[src/rtl/fft_pkg.sv]
// fft_pkg -- shared definitions for the radix-2 FFT pipeline.
//
// Contents:
//   N_DEFAULT / DW_DEFAULT : default FFT length and component width
//   AW_DEFAULT             : bank/stage address width derived from N_DEFAULT
//   sample_t               : one complex sample, {re, im}
//   bitrev()               : reverse the low w bits of an address; shared by
//                            the reorder buffer and the stage address logic
package fft_pkg;

  localparam int N_DEFAULT   = 32;
  localparam int DW_DEFAULT  = 16;
  localparam int AW_DEFAULT  = $clog2(N_DEFAULT);

  // Widest address bitrev() handles; callers zero-extend into this width.
  localparam int BITREV_MAXW = 16;

  typedef struct packed {
    logic [DW_DEFAULT-1:0] re;
    logic [DW_DEFAULT-1:0] im;
  } sample_t;

  // Bit i of the input lands on bit w-1-i of the result; bits at or above w
  // are returned as zero. w must be a constant at the call site.
  function automatic logic [BITREV_MAXW-1:0] bitrev(
    input logic [BITREV_MAXW-1:0] a,
    input int unsigned            w
  );
    logic [BITREV_MAXW-1:0] r;
    r = '0;
    for (int i = 0; i < BITREV_MAXW; i++) begin
      if (i < int'(w)) begin
        r[int'(w) - 1 - i] = a[i];
      end
    end
    return r;
  endfunction

endpackage

[src/rtl/fft_pingpong_ram.sv]
// fft_pingpong_ram -- two-bank sample store for the reorder buffer.
//
// Ports:
//   clk        : clock, rising edge
//   rst_n      : synchronous active-low reset (clears the read register only)
//   wr_en_i    : write strobe
//   wr_bank_i  : bank selected for the write
//   wr_addr_i  : word address within the write bank
//   wr_data_i  : word to store
//   rd_en_i    : load the read register from {rd_bank_i, rd_addr_i}
//   rd_bank_i  : bank selected for the read
//   rd_addr_i  : word address within the read bank
//   rd_data_o  : registered read data, held while rd_en_i is low
//
// The array has no reset so it maps onto block RAM; only the output
// register is reset, which block RAM output registers support.
module fft_pingpong_ram #(
  parameter int AW = 5,
  parameter int W  = 32
) (
  input  logic          clk,
  input  logic          rst_n,
  input  logic          wr_en_i,
  input  logic          wr_bank_i,
  input  logic [AW-1:0] wr_addr_i,
  input  logic [W-1:0]  wr_data_i,
  input  logic          rd_en_i,
  input  logic          rd_bank_i,
  input  logic [AW-1:0] rd_addr_i,
  output logic [W-1:0]  rd_data_o
);

  localparam int DEPTH = 2 * (1 << AW);

  logic [W-1:0] mem_q [0:DEPTH-1];
  logic [W-1:0] rd_data_q;

  always_ff @(posedge clk) begin
    if (wr_en_i) begin
      mem_q[{wr_bank_i, wr_addr_i}] <= wr_data_i;
    end
  end

  always_ff @(posedge clk) begin
    if (!rst_n) begin
      rd_data_q <= '0;
    end else if (rd_en_i) begin
      rd_data_q <= mem_q[{rd_bank_i, rd_addr_i}];
    end
  end

  assign rd_data_o = rd_data_q;

endmodule

[src/rtl/fft_bitrev_reorder.sv]
// fft_bitrev_reorder -- output reorder buffer for the radix-2 FFT.
//
// Samples arrive in bit-reversed bin order and are written at a natural
// counter address; they are read back at bit-reversed addresses so the
// consumer sees natural bin order. Two banks ping-pong so one frame can be
// written while the previous one is read, sustaining one sample per cycle.
//
// Ports:
//   clk       : clock, rising edge
//   rst_n     : synchronous active-low reset
//   in_valid  : in_data holds a sample
//   in_ready  : buffer can accept a sample (depends on registers only)
//   in_data   : sample {re, im}
//   out_valid : out_data holds a reordered sample
//   out_ready : consumer accepts out_data
//   out_data  : sample for the next natural bin index
//   out_last  : marks bin N-1 of a frame
//
// Optional build macro REORDER_OVERRUN_EN adds:
//   overrun   : sticky flag, in_valid seen while in_ready was low
//   frame_cnt : count of completed output frames (out_last handshakes), mod 256
module fft_bitrev_reorder
  import fft_pkg::*;
#(
  parameter int N  = N_DEFAULT,
  parameter int DW = DW_DEFAULT
) (
  input  logic          clk,
  input  logic          rst_n,
  input  logic          in_valid,
  output logic          in_ready,
  input  logic [2*DW-1:0] in_data,
  output logic          out_valid,
  input  logic          out_ready,
  output logic [2*DW-1:0] out_data,
  output logic          out_last
`ifdef REORDER_OVERRUN_EN
  ,
  output logic          overrun,
  output logic [7:0]    frame_cnt
`endif
);

  localparam int            AW       = $clog2(N);
  localparam logic [AW-1:0] LAST_IDX = AW'(N - 1);

  logic          wr_bank_q, wr_bank_d;
  logic          rd_bank_q, rd_bank_d;
  logic [AW-1:0] wr_cnt_q, wr_cnt_d;
  logic [AW-1:0] rd_cnt_q, rd_cnt_d;
  logic [1:0]    full_q, full_d;
  logic          out_valid_q, out_valid_d;
  logic          out_last_q, out_last_d;

  logic          wr_fire;
  logic          adv;
  logic [AW-1:0] rd_addr;

  always_comb begin
    wr_fire     = in_valid && !full_q[wr_bank_q];
    // Load a new output word whenever the current one is absent or taken.
    adv         = full_q[rd_bank_q] && (!out_valid_q || out_ready);

    wr_bank_d   = wr_bank_q;
    rd_bank_d   = rd_bank_q;
    wr_cnt_d    = wr_cnt_q;
    rd_cnt_d    = rd_cnt_q;
    full_d      = full_q;
    out_valid_d = out_valid_q;
    out_last_d  = out_last_q;

    if (wr_fire) begin
      if (wr_cnt_q == LAST_IDX) begin
        full_d[wr_bank_q] = 1'b1;
        wr_bank_d         = !wr_bank_q;
        wr_cnt_d          = '0;
      end else begin
        wr_cnt_d = wr_cnt_q + 1'b1;
      end
    end

    // A set and a clear in the same cycle always hit different banks (the
    // writer never targets a full bank), so applying both is safe.
    if (adv) begin
      out_valid_d = 1'b1;
      out_last_d  = (rd_cnt_q == LAST_IDX);
      if (rd_cnt_q == LAST_IDX) begin
        full_d[rd_bank_q] = 1'b0;
        rd_bank_d         = !rd_bank_q;
        rd_cnt_d          = '0;
      end else begin
        rd_cnt_d = rd_cnt_q + 1'b1;
      end
    end else if (out_ready) begin
      out_valid_d = 1'b0;
      out_last_d  = 1'b0;
    end
  end

  always_ff @(posedge clk) begin
    if (!rst_n) begin
      wr_bank_q   <= 1'b0;
      rd_bank_q   <= 1'b0;
      wr_cnt_q    <= '0;
      rd_cnt_q    <= '0;
      full_q      <= 2'b00;
      out_valid_q <= 1'b0;
      out_last_q  <= 1'b0;
    end else begin
      wr_bank_q   <= wr_bank_d;
      rd_bank_q   <= rd_bank_d;
      wr_cnt_q    <= wr_cnt_d;
      rd_cnt_q    <= rd_cnt_d;
      full_q      <= full_d;
      out_valid_q <= out_valid_d;
      out_last_q  <= out_last_d;
    end
  end

  assign rd_addr = AW'(bitrev(BITREV_MAXW'(rd_cnt_q), AW));

  // The RAM read register doubles as the output data register: it only
  // loads on adv, so out_data is frozen while the consumer stalls.
  fft_pingpong_ram #(
    .AW (AW),
    .W  (2*DW)
  ) u_ram (
    .clk       (clk),
    .rst_n     (rst_n),
    .wr_en_i   (wr_fire),
    .wr_bank_i (wr_bank_q),
    .wr_addr_i (wr_cnt_q),
    .wr_data_i (in_data),
    .rd_en_i   (adv),
    .rd_bank_i (rd_bank_q),
    .rd_addr_i (rd_addr),
    .rd_data_o (out_data)
  );

  assign in_ready  = !full_q[wr_bank_q];
  assign out_valid = out_valid_q;
  assign out_last  = out_last_q;

`ifdef REORDER_OVERRUN_EN
  logic       overrun_q;
  logic [7:0] frame_cnt_q;

  always_ff @(posedge clk) begin
    if (!rst_n) begin
      overrun_q   <= 1'b0;
      frame_cnt_q <= 8'd0;
    end else begin
      if (in_valid && !in_ready) begin
        overrun_q <= 1'b1;
      end
      if (out_valid_q && out_ready && out_last_q) begin
        frame_cnt_q <= frame_cnt_q + 8'd1;
      end
    end
  end

  assign overrun   = overrun_q;
  assign frame_cnt = frame_cnt_q;
`endif

endmodule
[config.mk]
export PLATFORM = sky130hd
export DESIGN_NAME = fft_bitrev_reorder
export DESIGN_NICKNAME = d
export VERILOG_FILES = /design/src/rtl/fft_pkg.sv /design/src/rtl/fft_pingpong_ram.sv /design/src/rtl/fft_bitrev_reorder.sv
export SDC_FILE = /design/constraint.sdc
export NUM_CORES = 2
export LEC_CHECK = 0
export CORE_ASPECT_RATIO = 0.5
export CORE_MARGIN = 2
export CORE_UTILIZATION = 40
export CTS_CLUSTER_DIAMETER = 200
export DETAILED_ROUTE_END_ITERATION = 8
export PLACE_DENSITY = 0.59
export SYNTH_ARGS = -nofsm -noshare
export SYNTH_HDL_FRONTEND = slang
export SYNTH_HIERARCHICAL = 1
export SYNTH_SLANG_ARGS = --single-unit
[constraint.sdc]
create_clock -name clk -period 5.5 [get_ports clk]
set_clock_uncertainty 0.1 [all_clocks]
set_input_delay 0.825 -clock clk [delete_from_list [all_inputs] [get_ports clk]]
set_output_delay 0.825 -clock clk [all_outputs]
set_load 0.02 [all_outputs]
# Word level (Yosys, flattened, before mapping)

Memory sizes are Yosys's and may differ from the RTL's. A register that Yosys moved wholly into a read port is not among the register bits.
Cells that the tools add are included.

Flip-flop bits (word level): 16
Memory bits (writable): 2048
Output and inout port bits: 35
Memories: 1

Add/subtract/negate cells: 2
Order comparisons: 4
Equal/unequal tests: 2
Mux-type cells: 19
Bitwise gates (word level): 3
Reductions and logical operators: 13

Memories:

| memory      | words | bits a word | read ports | clocked after Yosys merged registers in | wr ports | RTL line               | text |
|---|---|---|---|---|---|---|---|
| u_ram.mem_q | 64    | 32          | 1          | 1                                       | 1        | fft_pingpong_ram.sv:35 | `logic [W-1:0] mem_q [0:DEPTH-1];` |

Operators with widths:

| operator              | count |
|---|---|
| $mux W1               | 11 |
| $add A5 B1 Y5 const B | 2 |
| $eq A5 B5 Y1 const B  | 2 |
| $mux W5               | 2 |
| $mux W2               | 4 |
| $logic_not A1 Y1      | 5 |
| $logic_and A1 B1 Y1   | 4 |
| $lt A1 B2 Y1 const B  | 2 |
| $reduce_and A2 Y1     | 2 |
| $and A2 B2 Y2         | 1 |
| $demux W1 S1          | 2 |
| $ge A1 B1 Y1 const B  | 2 |
| $not A2 Y2            | 1 |
| $or A2 B2 Y2          | 1 |
| $reduce_bool A2 Y1    | 1 |
| $logic_or A1 B1 Y1    | 1 |

# Depth between registers and ports, before layout

Word-level depth: 10
Gate-level depth with buffers: 10
Depth with buffers taken out: 7

# Hierarchy

Netlist, hierarchy kept.

By module, submodules not included:

| module             | times used | cells each | area each (um2) | seq. area each (um2) |
|---|---|---|---|---|
| fft_pingpong_ram   | 1          | 3706       | 79608.9         | 62139.6 |
| fft_bitrev_reorder | 1          | 88         | 788.3           | 320.3 |

# Worst setup path after synthesis

Ideal clock, no wire load.

Kind: in2reg
Start: in in_valid
End: mem u_ram.mem_q[48][0], enable pin
Library setup time: 0.461 ns
Arrival time: 3.867 ns
Slack: 1.072 ns
Stages on the path: 5
Path buffers: 0
Cells stage by stage: inv_1 -> nor2_1 -> nand3_1 -> or3_1 -> nor3_1

Word-level cells in the longest chain between the ends: 3

RTL lines:

| what                          | RTL line                 | text |
|---|---|---|
| start: declaration            | fft_bitrev_reorder.sv:30 | `input logic in_valid,` |
| $logic_and A1 B1 Y1           | fft_bitrev_reorder.sv:60 | `wr_fire = in_valid && !full_q[wr_bank_q];` |
| net wr_fire                   | fft_bitrev_reorder.sv:55 | `logic wr_fire;` |
| $mux W1                       | fft_pingpong_ram.sv:39   | `if (wr_en_i) begin` |
| $mux W1 (implied by the code) | fft_pingpong_ram.sv:40   | `mem_q[{wr_bank_i, wr_addr_i}] <= wr_data_i;` |
| end: declaration              | fft_pingpong_ram.sv:35   |  |

The timed path passes the listed nets, and every way through them passes these cells.

==> results.json <==
{
  "core-area_um2": 200000,
  "ys.flop_type": "edfxtp_1",
  "grt_util_all_layers_pct": 21.3,
  "yosysMostFrequentCell": "edfxtp_1",
  "grt_max_degree": 84,
  "synth.cell_area_um2": 80400,
  "final.setup.tns_ns": 0,
  "p_leak_nw": 27.0,
  "vias": 41100,
  "async_flop_share_pct": 0,
  "ant_nets": 0,
  "critPathMaxFanout": 38,
  "die_h_um": 321,
  "synth-seq-cells": 2096,
  "htree_levels": 4,
  "reg2regPathDepth": 6,
  "clk_pin_slew_ns": 0.06,
  "routedWlPerCell_um": 32.3,
  "dp_cells": 6452,
  "io_buffers": 70,
  "chipWidth_um": 638,
  "cts_tree": "built",
  "yosys-top-cells-area": "edfxtp_1, mux4_2, mux2i_1, dfxtp_1, o22ai_1",
  "drt_iter0_markers": 5805,
  "vdd.ir_drop.worst_mv": 0.244,
  "antenna_found_initial": 12,
  "die_area_um2": 205000,
  "rsz0062_at_grt": "no",
  "initial_core_util_pct": 40.2,
  "pwr-share-seq_pct": 55.7,
  "syn_to_final_growth_pct": 13.7,
  "grt_pass1_vias": 39800,
  "gp_congestion": 0.848,
  "slew-limit-headroom_pct": 8.67,
  "yosysTopAreaCell": "edfxtp_1",
  "ys_types": 60,
  "clockRootBuffer": "clkbuf_16",
  "min_delay_path_depth": 2,
  "path_class": "flip-flop to flip-flop",
  "comb_power_share_pct": 1.5,
  "synth.top_cell.area_share_pct": 76.5,
  "synthTopCellsByCount": "edfxtp_1, mux4_2, mux2i_1",
  "clkPwrFrac_pct": 42.7,
  "final_core_util_pct": 45.7,
  "via_per_inst": 6.03,
  "grt_pass1_wl_mm": 308,
  "syn_nets": 3834,
  "stdcell_count": 6809,
  "startpoint_type": "flip-flop",
  "end_kind": "flip-flop",
  "synth_warnings": 6,
  "hold_viol": 0,
  "setup_viol": 0,
  "synth_cells": 3794,
  "cts_setup_buffers": 0,
  "ios": 71,
  "dp_hpwl_mm": 131,
  "drv_cap": 0,
  "cp_data_arrival_time_ns": 4.78,
  "cts-resized-gates": 0,
  "grt-ovfl-total": 0,
  "routed_wl_mm": 220,
  "synth_edf_count": 2048,
  "clock_latency_ns": 0.83,
  "final_nets": 4028,
  "cts.sinks": 2096,
  "synth.avg_cell_area_um2": 21.2,
  "drive_gt1_share_pct": 23.1,
  "p_sw_share_pct": 19.6,
  "core.rowCount": 116,
  "cts_hold_buf": 0,
  "cp.required_ns": 6.15,
  "power.density_nw_per_um2": 345,
  "hp-class": "flip-flop to flip-flop",
  "setup_ws_ns": 1.37,
  "first_pass_iters": 6,
  "ys_seq_area_share_pct": 77.7,
  "pre_cts_slack_ns": 1.05,
  "fin_crit_sh_pct": 75.2,
  "drcViolationCount": 0,
  "power.internal_w": 0.0253,
  "max_freq_mhz": 242,
  "slew_viol_final": 0,
  "cts_made_buffers": 188,
  "status": "finished clean",
  "hold_slack_ns": 0.412,
  "max_slew.worst_pin.slew_ns": 1.34,
  "power_switching_w": 0.00617,
  "clockBufferDepth": 3,
  "finalCriticalPeriod_ns": 4.13
}
[registers in the layout (all words and copies together), names as in the netlist]
| name | cells |
|---|---|
| full_q | 2 |
| out_last | 1 |
| out_valid | 1 |
| rd_bank_q | 1 |
| rd_cnt_q | 5 |
| u_ram/mem_q | 2048 |
| u_ram/rd_data_o | 32 |
| wr_bank_q | 1 |
| wr_cnt_q | 5 |
[cell usage in the layout, fill, tap and decap left out, types with 21 or more instances in the layout]
master           count
a21oi_1             72
a221o_1             24
a221oi_1            37
a22oi_1             50
a31oi_1             42
and2_1              30
buf_4              161
bufinv_16           26
clkbuf_1            49
clkbuf_16          193
clkdlybuf4s50_1     38
clkinv_1            34
clkinv_2            35
dfxtp_1             43
edfxtp_1          2048
mux2_1              29
mux2_2              22
mux2i_1            271
mux4_2             386
nand2_1             32
nand3_1             25
nor2_1              48
nor2_4              62
o21ai_0             40
o21ai_1             21
o221ai_1            54
o22ai_1             77
[per-stage QoR]
stage,total power [W],instance area [um2]
2_1_floorplan,0.0180,80400
3_3_place_gp,0.0184,85100
3_5_place_dp,0.0184,85100
4_1_cts,0.0317,91400
5_1_grt,0.0324,91400
6_report,0.0315,91400
[area by class of cell]
class,instances,area (um2)
clock buffer,247,5080
timing repair buffer,233,2040
clock inverter,105,1180
inverter,7,27.5
antenna,4,10.0
tap,2655,3320
multi-input combinational,1462,17200
sequential,2096,62500
fill,16400,108000
[power by group through the flow]
stage	Combinational [W]	Sequential [W]	Clock, W
5_1_grt	0.000497	0.0176	0.0143
3_3_place_gp	0.000459	0.0179	0
3_5_place_dp	0.000477	0.0179	0
4_1_cts	0.000476	0.0176	0.0137
2_1_floorplan	0.0000750	0.0179	0
6_report	0.000475	0.0176	0.0135
[path summary, 6_finish.rpt]
check | start | end | slack (ns)
hold reg to reg | out_last | out_last | 0.41
setup / recovery | rd_cnt_q[3] | u_ram/rd_data_o[10] | 1.37
hold / removal | out_last | out_last | 0.41
setup reg to reg | rd_cnt_q[3] | u_ram/rd_data_o[10] | 1.37
[critical path, stage by stage (launching register included)]
cell       delay, ns
dfxtp_4         0.87
nand2b_1        0.96
buf_4           0.37
o22ai_1         0.09
o21a_1          0.33
a2111oi_0       1.07
a221o_1         0.22
[kinds of logic (layout without fill, tap and decap cells)]
family | Yosys count | in the layout | share of synthesized area, %
multiplexers | 709 | 709 | 14.9
AO/OA/AOI/OAI | 487 | 487 | 4.24
buffers and inverters | 236 | 592 | 1.52
adder cells (fa/ha/maj) | 4 | 4 | 0.0623
other | 0 | 4 | 0
AND/OR/NAND/NOR | 262 | 262 | 1.57
flip-flops | 2096 | 2096 | 77.7
[metal layers]
| metal | wire length, um | global-route usage (%) | up-vias | part of all wire, % |
|---|---|---|---|---|
| met4 | 4600 | 4.94 | 2 | 2.1 |
| li1 | - | - | 16400 | - |
| met5 | 13 | 0 | - | 0.0059 |
| met3 | 19100 | 3.32 | 273 | 8.7 |
| met2 | 103000 | 33.4 | 2084 | 47 |
| met1 | 92800 | 31.4 | 22300 | 42 |
Note: power is estimated with default switching activity, not from simulation.
